[src/rtl/pipe_reg_chain.sv]
// pipe_reg_chain: DEPTH-stage valid/ready register pipeline with bubble
// collapse, synchronous flush and a registered occupancy count.
//
// Ports
//   clk        rising-edge clock
//   clr        asynchronous active-high reset
//   in_valid   producer offers in_data
//   in_ready   chain accepts in_data this cycle (combinational, may follow out_ready)
//   in_data    input word, WIDTH bits
//   out_valid  out_data holds a valid word (last-stage valid gated by flush)
//   out_ready  consumer accepts out_data this cycle
//   out_data   data register of the last stage
//   flush      synchronous discard of every held word
//   count      number of stages holding a valid word
module pipe_reg_chain #(
   parameter int unsigned      WIDTH     = 16,
   parameter int unsigned      DEPTH     = 2,
   parameter logic [WIDTH-1:0] RESET_VAL = '0
) (
   input  logic                       clk,
   input  logic                       clr,
   input  logic                       in_valid,
   output logic                       in_ready,
   input  logic [WIDTH-1:0]           in_data,
   output logic                       out_valid,
   input  logic                       out_ready,
   output logic [WIDTH-1:0]           out_data,
   input  logic                       flush,
   output logic [$clog2(DEPTH+1)-1:0] count
);

   localparam int unsigned CW = $clog2(DEPTH + 1);

   logic [WIDTH-1:0] data_q [DEPTH];
   logic [DEPTH-1:0] valid_q;
   logic [DEPTH-1:0] valid_d;
   logic [DEPTH-1:0] adv;
   logic [DEPTH-1:0] load;
   logic             room0;
   logic [CW-1:0]    count_q;
   logic [CW-1:0]    count_d;

   // Advance chain, evaluated from the output side back to the input side.
   // 'room' means the stage below can take a word on this edge.
   always_comb begin
      logic room;
      adv  = '0;
      room = out_ready;
      for (int i = int'(DEPTH) - 1; i >= 0; i--) begin
         adv[i] = valid_q[i] & room;
         room   = ~valid_q[i] | adv[i];
      end
      room0 = room;
   end

   // Flush and reset both block new words; clr is folded in so in_ready is
   // low for the whole reset window, not just after the registers clear.
   assign in_ready = room0 & ~flush & ~clr;

   // Stage loads and next valid bits; flush suppresses every transfer.
   always_comb begin
      load    = '0;
      valid_d = '0;
      load[0] = in_valid & in_ready;
      for (int i = 1; i < int'(DEPTH); i++) begin
         load[i] = adv[i-1] & ~flush;
      end
      for (int i = 0; i < int'(DEPTH); i++) begin
         valid_d[i] = ~flush & (load[i] | (valid_q[i] & ~adv[i]));
      end
   end

   // Occupancy of the next state, registered so count only moves on edges.
   always_comb begin
      count_d = '0;
      for (int i = 0; i < int'(DEPTH); i++) begin
         count_d = count_d + CW'(valid_d[i]);
      end
   end

   // Valid bits and count.
   always_ff @(posedge clk or posedge clr) begin
      if (clr) begin
         valid_q <= '0;
         count_q <= '0;
      end else begin
         valid_q <= valid_d;
         count_q <= count_d;
      end
   end

   // Data registers load only with their stage; empty stages keep stale data.
   always_ff @(posedge clk or posedge clr) begin
      if (clr) begin
         for (int i = 0; i < int'(DEPTH); i++) begin
            data_q[i] <= RESET_VAL;
         end
      end else begin
         if (load[0]) begin
            data_q[0] <= in_data;
         end
         for (int i = 1; i < int'(DEPTH); i++) begin
            if (load[i]) begin
               data_q[i] <= data_q[i-1];
            end
         end
      end
   end

   assign out_valid = valid_q[DEPTH-1] & ~flush;
   assign out_data  = data_q[DEPTH-1];
   assign count     = count_q;

endmodule
[config.mk]
export PLATFORM = sky130hd
export DESIGN_NAME = pipe_reg_chain
export DESIGN_NICKNAME = d
export VERILOG_FILES = /design/src/rtl/pipe_reg_chain.sv
export SDC_FILE = /design/constraint.sdc
export NUM_CORES = 1
export LEC_CHECK = 0
export ABC_AREA = 1
export ABC_CLOCK_PERIOD_IN_PS = 3800
export CORE_MARGIN = 2
export CORE_UTILIZATION = 52
export CTS_CLUSTER_SIZE = 16
export DETAILED_ROUTE_END_ITERATION = 8
export GPL_TIMING_DRIVEN = 0
export PLACE_DENSITY = 0.85
export REMOVE_ABC_BUFFERS = 1
export SLEW_MARGIN = 20
export SYNTH_ARGS = -nofsm -noshare
export SYNTH_HDL_FRONTEND = slang
export SYNTH_SLANG_ARGS = --single-unit
export TNS_END_PERCENT = 10
[constraint.sdc]
create_clock -name clk -period 3.8 [get_ports clk]
set_input_delay 0.95 -clock clk [delete_from_list [all_inputs] [get_ports clk]]
set_output_delay 0.95 -clock clk [all_outputs]
set_load 0.02 [all_outputs]
# Word-level counts from Yosys, hierarchy flattened

Cells that the tools add are included.

Register bits: 36
Output and inout port bits: 20
Logic and storage cells: 26

Add/sub/neg operators: 1
Bitwise operators: 21

Operators with widths:

| operator      | number |
|---|---|
| $and A1 B1 Y1 | 11 |
| $not A1 Y1    | 6 |
| $or A1 B1 Y1  | 4 |
| $add A1 B1 Y2 | 1 |

# Depth between registers and ports, before layout

Depth in word-level cells: 10
Mapped depth: 6
Depth with buffers taken out: 6

# Worst setup path before layout

OpenSTA, ideal clock, no wires.

Path kind: input-to-output
Start: input port out_ready
End: output port in_ready
Data arrival time: 1528 ps
Data required time: 2850 ps
Path slack: 1322 ps
Stages: 5
Cell sequence: inv_1 nand3_2 buf_2 nand2_1 inv_1

Longest elaborated chain between the ends: 6

Ends and longest elaborated chain:

| what                        | RTL line | text |
|---|---|---|
| start: declaration          | 26       | `input logic out_ready,` |
| $and A1 B1 Y1               | 50       | `adv[i] = valid_q[i] & room;` |
| $or A1 B1 Y1                | 51       | `room = ~valid_q[i] \| adv[i];` |
| $and A1 B1 Y1               | 50       |  |
| $or A1 B1 Y1                | 51       |  |
| $and A1 B1 Y1 (2 in series) | 58       | `assign in_ready = room0 & ~flush & ~clr;` |
| end: declaration            | 23       | `output logic in_ready,` |

Every way passes these cells.

# Worst setup path after layout

Start: input port flush
End: output port in_ready

Longest elaborated chain between the ends: 3

Ends and longest elaborated chain:

| what                        | RTL line | text |
|---|---|---|
| start: declaration          | 28       | `input logic flush,` |
| $not A1 Y1                  | 58       |  |
| $and A1 B1 Y1 (2 in series) | 58       |  |

Every way passes these cells.

==> flow_metrics.env <==
export IMPL_peakVddDrop_uv=325
export IMPL_gp_congestion=0.716
export IMPL_rows=20
export IMPL_synth_top_area_share_pct=55.9
export IMPL_h_tree_depth=2
export IMPL_worstSkewPairLatency_ns=0.33
export IMPL_synthSimpleGateAreaFrac_pct=21.6
export IMPL_core_area_mm2=0.00300
export IMPL_die_height_um=59.7
export IMPL_clkSinkCount=36
export IMPL_gr_total_overflow=0
export IMPL_n_fill_cell=258
export IMPL_crit_fanout=18
export IMPL_fin_skew_ns=0.00468
export IMPL_avgRoutedWirePerCell_um=12.9
export IMPL_syn2layout_area_growth_pct=20.7
export IMPL_grt_max_degree=38
export IMPL_num_io_pins=41
export IMPL_synthAdderAreaFrac_pct=0.776
export IMPL_avgSynthCellArea_um2=9.21
export IMPL_synth_seq_cells=36
export IMPL_ys_top_cells_by_area="dfrtp_1 (56%), nand2_1 (12%), buf_4 (8.9%), nand4_1 (6.2%), inv_1 (5.1%)"
export IMPL_ant_nets=0
export IMPL_grt_pass1_vias=1154
export IMPL_diodes=0
export IMPL_mostFrequentLayoutCells="nand2_1 (52), clkdlybuf4s50_1 (40), dfrtp_1 (36), inv_1 (21)"
export IMPL_netlist_area_mm2=0.00161
export IMPL_grt_first_pass_wirelength_um=5010
export IMPL_drv_cap=0
export IMPL_totalNegativeSetupSlack_ns=0
export IMPL_die_area_mm2=0.00356
export IMPL_synth_top_family_by_area="simple AND/OR/NAND/NOR gates"
export IMPL_worstPathArrival_ns=2.62
export IMPL_slew_violations=0
export IMPL_die_w_um=59.7
export IMPL_fin_crit_sh_pct=94.0
export IMPL_rsz0062_at_grt="false"
export IMPL_antenna_found_initial=0
export IMPL_post_cts_setup_buffer_count=0
export IMPL_clkSlewWorstSetupHoldPaths_ns=0.09
export IMPL_synth_area_mux_share_pct=0
export IMPL_cts_hold_buf=0
export IMPL_min_path_type="register to register"
export IMPL_io_buffers=40
export IMPL_relSlewSlack_pct=51.1
export IMPL_cts_buffer_depth=2
export IMPL_ctsResizeCount=0
export IMPL_timing_fmax_mhz=280
export IMPL_viasPerCell=5.01
export IMPL_yosysSeqAreaShare_pct=55.9
export IMPL_fin_util_pct=64.8
export IMPL_start_util_pct=53.7
export IMPL_required_ns=2.85
export IMPL_dp_hpwl_um=2020
export IMPL_drt_first_pass_iters=4
export IMPL_netlist_instances=175
export IMPL_power_leakage_uw=0.000960
export IMPL_critical_path_class="input port to output pin"
export IMPL_finalNetCount=220
export IMPL_drt_iter0_drc=58
export IMPL_final_common_cell="nand2_1"
export IMPL_worstMarginPinSlew_ns=0.731
export IMPL_yosysTopAreaCell="dfrtp_1"
export IMPL_yosys_warnings=0
export IMPL_synth_distinct_cells=16
export IMPL_numCtsBuffers=5
export IMPL_min_period_ns=3.57
export IMPL_final_hold_viol_count=0
export IMPL_power_density_mw_per_mm2=486
export IMPL_endpoint_kind="output pin"
export IMPL_vias=1157
export IMPL_drc=0
export IMPL_synth_compound_area_share_pct=5.59
export IMPL_cts_tree="built"
export IMPL_status="complete, no violations"
export IMPL_start_kind="input port"
export IMPL_wirelength_um=2970
export IMPL_setup_violations=0
export IMPL_root_buffer="clkbuf_4"
export IMPL_finalHoldWorstSlack_ns=0.479
export IMPL_synth_xor_area_share_pct=0
export IMPL_grt_use_total_pct=19.3
export IMPL_drive_above_1_share_pct=6.57
[flip-flops by register name, summed over array words and instances, names as in the netlist]
register	flops
valid_q	2
count	2
out_data	16
data_q	16
[critical path: stages]
cell	delay (ns)
clkdlybuf4s50_1	0.50
nor2_4	0.40
nand2_1	0.11
inv_1	0.07
clkdlybuf4s50_1	0.59
[stage by stage]
stage	worst slack, ns	cell area [um2]	power, uW	cells
after CTS	0.219	1940	956	231
after global placement	0.260	1880	727	224
after global routing	0.118	1940	1000	231
after floorplan	1.37	1440	609	151
final	0.227	1940	945	231
after detailed placement	0.217	1880	738	224
[cell usage after synthesis]
master / number
nor2_4: 1
nand3_4: 1
o21ai_0: 1
ha_1: 1
nor2_1: 1
nand2_1: 52
buf_4: 19
inv_2: 1
nand3_2: 2
o21ai_1: 16
dfrtp_1: 36
buf_6: 1
buf_2: 4
a21oi_1: 1
nand4_1: 16
inv_1: 22
[logic make-up (layout without fill, tap and decap cells)]
group                      count (synthesis)  in the layout
AOI/OAI and AO/OA                         18             18
adders and majority gates                  1              1
buffers and inverters                     47             70
DFF                                       36             36
and+or+nand+nor                           73             73
[where the power goes]
group          total (uW)  internal, uW  leakage [uW]  switching (uW)
clock                 217           105     0.0000374             112
sequential            485           449      0.000464            36.3
combinational         243           118      0.000458             125
total                 945           671      0.000960             273
[metal layers]
layer	part of all wire (%)	GRT usage, %	up-vias	routed length [um]
li1	-	-	584	-
met5	0	0	-	0
met2	50	32.9	35	1480
met1	43	23.5	534	1280
met3	5.7	5.84	4	170
met4	1.2	5.71	0	37
[final timing paths]
| check | startpoint | to | slack [ns] | cells after the start |
|---|---|---|---|---|
| setup / recovery | flush | in_ready | 0.23 | 5 |
| hold / removal | data_q[20] | data_q[20] | 0.48 | 2 |
| setup reg to reg | valid_q[1] | count[0] | 2.02 | 4 |
| hold reg to reg | data_q[20] | data_q[20] | 0.48 | 2 |
| max in group asynchronous | clr | data_q[30] | 2.19 | 2 |
| min in group asynchronous | clr | out_data[8] | 1.14 | 2 |
[area by class of cell]
cell class	instances	area, um2	share of cell area, %
Clock buffer	7	65.1	3.35
Inverter	23	86.3	4.44
Multi-Input combinational cell	92	450	23.2
Sequential cell	36	901	46.3
Tap cell	33	41.3	2.12
Timing Repair Buffer	40	400	20.6
No activity file was read; power rests on OpenSTA's default activity.
